### src/rtl/digital_clock_counter.sv
// Time-keeping core: divides clk_out down to a one-second tick and keeps a 24-hour
// hr/min/sec count, with a two-button (mode/increment) time-set mode.
module digital_clock_counter #(
  parameter int CLK_DIV = 100000000
) (
  input  logic       clk_out,
  input  logic       reset,
  input  logic       mode_btn,
  input  logic       inc_btn,
  output logic [4:0] hr,
  output logic [5:0] min,
  output logic [5:0] sec,
  output logic [1:0] set_mode,
  output logic       sec_tick
);

  localparam int PW = $clog2(CLK_DIV);
  localparam logic [PW-1:0] PRESC_MAX = PW'(CLK_DIV - 1);

  typedef enum logic [1:0] {
    RUN     = 2'b00,
    SET_HR  = 2'b01,
    SET_MIN = 2'b10
  } mode_t;

  mode_t         state_reg, state_next;
  logic [PW-1:0] presc_reg;
  logic          mode_prev_reg, inc_prev_reg;
  logic [4:0]    hr_reg;
  logic [5:0]    min_reg, sec_reg;
  logic          mode_press, inc_press, inc_apply;
  logic          sec_wrap, min_wrap, hr_wrap;

  // History registers come out of reset at 1 so a held button is not a press.
  always_ff @(posedge clk_out or posedge reset) begin
    if (reset) begin
      mode_prev_reg <= 1'b1;
      inc_prev_reg  <= 1'b1;
    end else begin
      mode_prev_reg <= mode_btn;
      inc_prev_reg  <= inc_btn;
    end
  end

  assign mode_press = mode_btn & ~mode_prev_reg;
  assign inc_press  = inc_btn & ~inc_prev_reg;
  assign inc_apply  = inc_press & ~mode_press;

  // Mode FSM: state register
  always_ff @(posedge clk_out or posedge reset) begin
    if (reset) state_reg <= RUN;
    else       state_reg <= state_next;
  end

  // Mode FSM: next state
  always_comb begin
    state_next = state_reg;
    if (mode_press) begin
      case (state_reg)
        RUN:     state_next = SET_HR;
        SET_HR:  state_next = SET_MIN;
        default: state_next = RUN;
      endcase
    end
  end

  // Mode FSM: outputs
  always_comb begin
    set_mode = state_reg;
    sec_tick = (state_reg == RUN) && (presc_reg == PRESC_MAX);
  end

  // Prescaler only runs while staying in RUN, so every RUN entry restarts it at 0.
  always_ff @(posedge clk_out or posedge reset) begin
    if (reset)
      presc_reg <= '0;
    else if (state_reg != RUN || state_next != RUN || sec_tick)
      presc_reg <= '0;
    else
      presc_reg <= presc_reg + PW'(1);
  end

  assign sec_wrap = (sec_reg == 6'd59);
  assign min_wrap = (min_reg == 6'd59);
  assign hr_wrap  = (hr_reg == 5'd23);

  always_ff @(posedge clk_out or posedge reset) begin
    if (reset) begin
      hr_reg  <= '0;
      min_reg <= '0;
      sec_reg <= '0;
    end else begin
      case (state_reg)
        RUN: begin
          if (sec_tick) begin
            sec_reg <= sec_wrap ? 6'd0 : sec_reg + 6'd1;
            if (sec_wrap)
              min_reg <= min_wrap ? 6'd0 : min_reg + 6'd1;
            if (sec_wrap && min_wrap)
              hr_reg <= hr_wrap ? 5'd0 : hr_reg + 5'd1;
          end
        end
        SET_HR: begin
          if (inc_apply)
            hr_reg <= hr_wrap ? 5'd0 : hr_reg + 5'd1;
        end
        SET_MIN: begin
          if (inc_apply)
            min_reg <= min_wrap ? 6'd0 : min_reg + 6'd1;
          if (mode_press)
            sec_reg <= 6'd0;
        end
        default: begin
          sec_reg <= sec_reg;
        end
      endcase
    end
  end

  assign hr  = hr_reg;
  assign min = min_reg;
  assign sec = sec_reg;

endmodule

### config.mk
export PLATFORM = sky130hd
export DESIGN_NAME = digital_clock_counter
export DESIGN_NICKNAME = d
export VERILOG_FILES = /design/src/rtl/digital_clock_counter.sv
export SDC_FILE = /design/constraint.sdc
export NUM_CORES = 1
export LEC_CHECK = 0
export ABC_AREA = 1
export BUFFER_PORTS_ARGS = -buffer_cell sky130_fd_sc_hd__buf_2
export CAP_MARGIN = 20
export CORE_ASPECT_RATIO = 1.5
export CORE_UTILIZATION = 60
export DETAILED_ROUTE_END_ITERATION = 10
export PLACE_DENSITY_LB_ADDON = 0.12
export SLEW_MARGIN = 15
export SYNTH_ARGS = -nofsm -noshare
export SYNTH_HDL_FRONTEND = slang
export SYNTH_SLANG_ARGS = --single-unit
### constraint.sdc
create_clock -name clk_out -period 3.7 [get_ports clk_out]
set_input_delay 0.37 -clock clk_out [delete_from_list [all_inputs] [get_ports clk_out]]
set_output_delay 0.37 -clock clk_out [all_outputs]
set_load 0.02 [all_outputs]
* After elaboration in Yosys (flattened, before gate mapping)
Cells that the tools add are included.
** Word-level totals
- Flip-flop bits (word level) :: 48
- ROM bits :: 0
- Memories kept :: 0
- Bits in latches :: 0
- RAM bits :: 0
- Input bits :: 4
- Word-level logic and storage cells :: 58
** Operators by class
- Reduce and logical (&&, ||, !) cells :: 12
- Multipliers :: 0
- Eq/ne operators :: 12
- Muxes and demuxes :: 17
- Magnitude comparators :: 0
- Bitwise gates (word level) :: 6
- Divide/modulo/power cells :: 0
- Add/subtract/negate cells :: 4
- Shifts and indexed selects :: 0
** Operators by type and width (count)
- $mux 6 :: 7
- $add 27x1->27 const B :: 1
- $eq 27x27->1 const B :: 1
- $mux 27 :: 1
- $pmux 6 s2 :: 2
- $mux 5 :: 4
- $add 6x1->6 const B :: 2
- $eq 6x6->1 const B :: 2
- $ne 2x2->1 const B :: 5
- $pmux 5 s2 :: 1
- $reduce_and 4->1 :: 2
- $reduce_bool 2->1 :: 4
- $add 5x1->5 const B :: 1
- $eq 5x5->1 const B :: 1
- $pmux 2 s2 :: 1
- $and 1x1->1 :: 3
- $not 1->1 :: 3
- $reduce_and 3->1 :: 1
- $eq 2x1->1 const B :: 1
- $eq 2x2->1 const B :: 1
- $logic_and 1x1->1 :: 2
- $logic_not 2->1 :: 1
- $logic_or 1x1->1 :: 2
- $mux 2 :: 1
- $ne 2x1->1 const B :: 1

* Longest topological paths before layout
Gate-level depths: netlist (run 1).
- Depth after elaboration :: 7
- Depth in mapped cells :: 11

* Least setup slack after synthesis (run 1)
OpenSTA, ideal clock, no wires.
- Kind :: register to output
- Start :: register presc_reg[0]
- End :: output port sec_tick
- Stages on the path, launching flop included :: 8
- Setup slack :: 1.957 ns
- Data arrival time :: 1.373 ns
- Cells stage by stage :: dfrtp_1 ha_1 nand2_2 nor2_4 nand2_4 nor2_1 nand4_1 nor2_1
** On the way
- Word-level cells in the longest chain between the ends :: 2
** RTL lines
- start: declaration :: RTL line 27 : logic [PW-1:0] presc_reg;
- start signal: assignment :: RTL line 80 : presc_reg <= presc_reg + PW'(1);
- $eq 27x27->1 :: RTL line 70 : sec_tick = (state_reg == RUN) && (presc_reg == PRESC_MAX);
- $logic_and 1x1->1 :: RTL line 70
- end: declaration :: RTL line 14 : output logic sec_tick
Every way passes these cells.

* Final worst setup path (run 1)
Ends and elaborated chain as after synthesis.

==> impl_metrics.ini, run 1 <==
[status]
outcome = finished with violations
violations = negative hold slack

[die]
die_area_mm2 = 0.00500
initial_core_util = 0.623
die_w_um = 58.1
die_h_um = 86.1
io_pins = 24
coreArea_mm2 = 0.00454
rows = 30

[setup_path]
crit_family = simple AND/OR/NAND/NOR gates
path_cells = ha_1 -> nand2_2 -> nor2_4 -> nand2_4 -> nor2_1 -> nand4_1 -> nor2_1 -> buf_2
cp_common_cell = nor2_1
path_class = reg2out
required_ns = 3.33
start_kind = flop
startpoint = presc_reg[0]
crit_fanout = 6
r2r_start = set_mode[0]
setup.worst_path.end_class = output port
critPathBufInv = 1
cp.arrival_ns = 1.81
cp_slowest_cell = dfrtp_1
crit_path_max_incr_delay_ns = 0.42

[route]
ant_nets = 0
routed.top_layer = met4
wl_met3_um = 227
wl_per_cell_um = 13.2
dr.pass1.iters = 4
drt-met1-wl_um = 2400
vias_per_cell = 5.32
drc = 0
vias = 2536
drtIter0Drc = 112
met2WireLength_um = 3350
drt_wl_total_um = 6290

[timing]
finalHoldViolations = 11
fin_setup_tns_ns = 0
finClkSkew_ns = 0.0154
setup_viol = 0
finalCritPeriodShare = 0.590
max_freq_mhz = 458
finalCriticalPeriod_ns = 2.18
fin_hold_ws_ns = -0.0129
slew_headroom = 0.678
tightest_slew_ns = 0.483
rsz0062_at_grt = no
maxSlewViolCount = 0

[final_layout]
syn2layout_area_growth_pct = 10.7
seq_area_mm2 = 0.00120
layout-drive-gt1-share = 0.150
fillers = 382
multi_input_area_mm2 = 0.00146
largest_register_ffs = 27
final_nets = 420
fin_util = 0.690
num_antenna_cells = 0

[pwr]
power.density_mw_per_mm2 = 511
max-vdd-ir-drop_mv = 0.332
leakagePower_nw = 1.43
power_mw = 1.60

[min_path]
hold_class = in2async

[logic_synthesis]
synth_seq_cells = 48
ys.flop_type = dfrtp_1
netlist_area_mm2 = 0.00283
yosys_warnings = 0
yosysSeqAreaShare = 0.425
avgSynthCellArea_um2 = 7.35
synthCells = 385
syn_nets = 393
synth_top_cells_by_area = dfrtp_1 41%, nand2_1 14%, nor2_1 10%
yosysMostFrequentCell = nand2_1
synth_top_cells_by_count = 103 x nand2_1, 79 x nor2_1, 46 x dfrtp_1
synth_async_sr_flop_share = 1.00
synth_top_area_frac = 0.407
synth_largest_area_cell = dfrtp_1
synth_cell_types = 31
synth_edf_count = 0

[global_route]
grt_overflow = 0
antenna_found_initial = 0
grtUsageTotal = 0.278
grt_pass1_wl_um = 10700
grt_max_degree = 49
grt_pass1_vias = 2463

[cts]
cts.path.max_buffers = 2
htree_levels = 2
cts-buffers-inserted = 5
clk_pin_slew_ns = 0.09
cts-root-buf = clkbuf_8
cts_tree = yes
post_cts_resized = 0
clock-sinks = 48
clock_latency_ns = 0.31
cts-hold-fix-buffers = 0
cts_setup_buffers = 0

[placement]
place.gp.congestion = 0.959
place_hpwl_um = 4680
numPortBuffers = 23

[flow_run]
drv_cap = 0
==> power by group <==
part | switching [mW] | internal [mW] | total (mW)
Sequential | 0.101 | 0.595 | 0.697
Combinational | 0.353 | 0.170 | 0.523
Clock | 0.181 | 0.200 | 0.381
==> area by class of cell <==
type	instances	area share
clock buffers	5	0.0220
clock inverters	3	0.0136
repair buffers	24	0.0431
flip-flops and latches	48	0.384
inverters	38	0.0455
multi-input cells	295	0.466
well taps	64	0.0256
==> placed cells by master (no fill, tap or decap), drive strengths merged <==
cell	count
nand2	114
nor2	84
dfrtp	46
inv	38
nand3	28
buf	24
o21ai	16
xor2	14
nand4	11
nor3	10
a21oi	6
clkbuf	5
ha	4
xnor2	2
dfstp	2
nor4	1
o22ai	1
nor3b	1
and3	1
o21bai	1
or2	1
clkinvlp	1
clkinv	1
bufinv	1
==> worst paths after layout <==
check                                 to  cells after the start  slack (ns)
setup / recovery                sec_tick                      8        1.52
hold / removal             presc_reg[25]                      2       -0.01
hold reg to reg             presc_reg[0]                      1        0.52
setup reg to reg           presc_reg[20]                      7        1.69
min in group clk_out        inc_prev_reg                      1        0.17
max in group asynchronous   inc_prev_reg                      3        3.17
==> kinds of logic after synthesis <==
group / count (synthesis) / synth area share
buffers and inverters: 42 / 0.0592
flip-flops: 48 / 0.425
XOR/XNOR: 16 / 0.0495
adder cells (fa/ha/maj): 4 / 0.0177
AO/OA/AOI/OAI: 24 / 0.0517
AND/OR/NAND/NOR: 251 / 0.397
==> layer usage <==
metal,GRT usage,vias up
met5,0,-
met4,0.156,0
met3,0.0377,28
met2,0.501,79
met1,0.306,1157
li1,-,1272
==> through the flow <==
stage	area, um^2	setup WS [ns]	hold slack [ns]	cells
after floorplan	2830	1.96	0.374	385
after global placement	3000	1.77	0.486	468
after detailed placement	3000	1.69	0.487	468
after CTS	3110	1.53	0.166	476
after global routing	3130	1.39	0.00230	477
final	3130	1.52	-0.0129	477
Power figures use the tool's default switching activity.
==> run 2, diff against run 1 <==
Settings changed: ABC_AREA 1 to 0, CORE_UTILIZATION 60 to 59.
Clock period 3.7 ns to 2.15 ns, I/O delays scaled along.
==> impl_metrics.ini, run 2 <==
[die]
die_h_um = 82.1
die_w_um = 55.4
rows = 28
die_area_mm2 = 0.00455
io_pins = 24
initial_core_util = 0.627
coreArea_mm2 = 0.00403

[final_layout]
num_antenna_cells = 0
layout_common_cells = 46 x dfrtp_1, 42 x nor2_1, 22 x buf_2, 22 x buf_4
fin_cells = 352
layout-drive-gt1-share = 0.270
final_nets = 314
largest_register_ffs = 27
layout_commonest_cell = dfrtp_1
syn2layout_area_growth_pct = 21.7

[logic_synthesis]
synth_async_sr_flop_share = 1.00
yosysMostFrequentCell = dfrtp_1
synth_edf_count = 0
synth_largest_area_cell = dfrtp_1
synthCells = 256
yosysSeqAreaShare = 0.477
netlist_area_mm2 = 0.00252
synth_seq_cells = 48
syn_nets = 264
synth_top_cells_by_count = 46 x dfrtp_1, 42 x nor2_1, 18 x nand3_1
ys.flop_type = dfrtp_1
synth_top_cells_by_area = dfrtp_1 46%, nor2_1 6.2%, xnor2_1 5.9%
synth_cell_types = 53
avgSynthCellArea_um2 = 9.86
synth_top_area_frac = 0.456
yosys_warnings = 0

[global_route]
grt_pass1_vias = 2007
grt_overflow = 0
grt_pass1_wl_um = 8580
grt_max_degree = 33
antenna_found_initial = 0
grtUsageTotal = 0.243

[route]
ant_nets = 0
vias_per_cell = 5.93
drc = 0
dr.pass1.iters = 4
drtIter0Drc = 96
wl_per_cell_um = 15.5
vias = 2086
drt_wl_total_um = 5450

[timing]
rsz0062_at_grt = yes
fin_setup_tns_ns = -0.151
max_freq_mhz = 451
fin_ws_ns = -0.0652
finClkSkew_ns = 0.00347
finalCriticalPeriod_ns = 2.22
setup_viol = 4
maxSlewViolCount = 0
tightest_slew_ns = 0.669
slew_headroom = 0.553
finalHoldViolations = 0
finalCritPeriodShare = 1.03
fin_hold_ws_ns = 0.00279

[cts]
cts-root-buf = clkbuf_8
cts-buffers-inserted = 5
clk_pin_slew_ns = 0.08
htree_levels = 2
cts_tree = yes
cts.path.max_buffers = 2
clock-sinks = 48
clock_latency_ns = 0.30

[placement]
place_hpwl_um = 3740
numPortBuffers = 23
preCtsSetupSlack_ns = -0.0471
place.gp.congestion = 0.794
dp.cells = 337

[setup_path]
cp_slowest_cell = or4_4
path_class = reg2reg
setup.worst_path.end_class = flop
cp.arrival_ns = 2.41
start_kind = flop
path_cells = or4_4 -> nor4_4 -> buf_4 -> nand4_1 -> a21oi_2 -> mux2_4
crit_path_max_incr_delay_ns = 0.55
required_ns = 2.34
crit_fanout = 4

[status]
violations = negative setup slack
outcome = finished with violations

[pwr]
max-vdd-ir-drop_mv = 0.952
power.density_mw_per_mm2 = 931
leakagePower_nw = 1.38
power_mw = 2.86

[min_path]
hold_class = in2async

[flow_run]
drv_cap = 0
## run 2: repair_timing
item / 4_1_cts / 5_1_grt
pin swaps: 4 / 4
buffers inserted: 4 / 3
hold buffers: 0 / 0
endpoints found under the setup margin: 2 / 10
gates resized for setup: 12 / 10
## run 2: layout make-up
class                      count  area, um^2
multi-input combinational    189        1330
sequential                    48        1200
fill                         268         957
timing repair buffer          47         318
clock buffer                   6        72.6
inverter                      15        56.3
tap                           45        56.3
clock inverter                 2        35.0
## run 2: kinds of logic (layout without fill, tap and decap cells)
| group | count (synthesis) | in the layout | share of synthesized area |
|---|---|---|---|
| AND/OR/NAND/NOR | 122 | 122 | 0.263 |
| adder cells (fa/ha/maj) | 4 | 4 | 0.0198 |
| XOR/XNOR | 26 | 26 | 0.0902 |
| buffers and inverters | 19 | 70 | 0.0292 |
| AO/OA/AOI/OAI | 28 | 28 | 0.0798 |
| flip-flops | 48 | 48 | 0.477 |
| multiplexers | 9 | 9 | 0.0411 |
## run 2: report_power, final
group | internal [mW] | switching [mW]
registers | 1.05 | 0.199
logic | 0.396 | 0.577
clock network | 0.345 | 0.291
total | 1.79 | 1.07
## run 2: routing by layer
metal	share of wire	routed length (um)	up-vias	global-route usage
met4	0.035	190	0	0.123
met1	0.39	2150	1022	0.254
met2	0.55	2980	45	0.467
li1	-	-	998	-
met5	0	0	-	0
met3	0.024	129	21	0.0436
## run 2: per-stage QoR
stage / instance area, um^2 / utilization
after CTS: 3000 / 0.745
after floorplan: 2520 / -
after global placement: 2820 / 0.700
after global routing: 3070 / 0.762
final: 3070 / 0.762
after detailed placement: 2820 / 0.700
## run 2: path summary, 6_finish.rpt
kind                       slack (ns)       endpoint  depth (start not counted)           from
min reg2reg                      0.50   presc_reg[0]                          1   presc_reg[0]
max reg2reg                     -0.07          hr[3]                          6  presc_reg[11]
min in group clk_out             0.02  mode_prev_reg                          1       mode_btn
min                             0.003  presc_reg[15]                          2          reset
max                             -0.07          hr[3]                          6  presc_reg[11]
max in group asynchronous        1.46   presc_reg[8]                          3          reset
## run 2: worst max-delay path, delay by kind of cell, from the launching register on
kind	cells	cell delay, ns
AOI/OAI and AO/OA	1	0.23
DFF	1	0.38
muxes	1	0.32
and+or+nand+nor	3	1.02
buffers and inverters	1	0.15
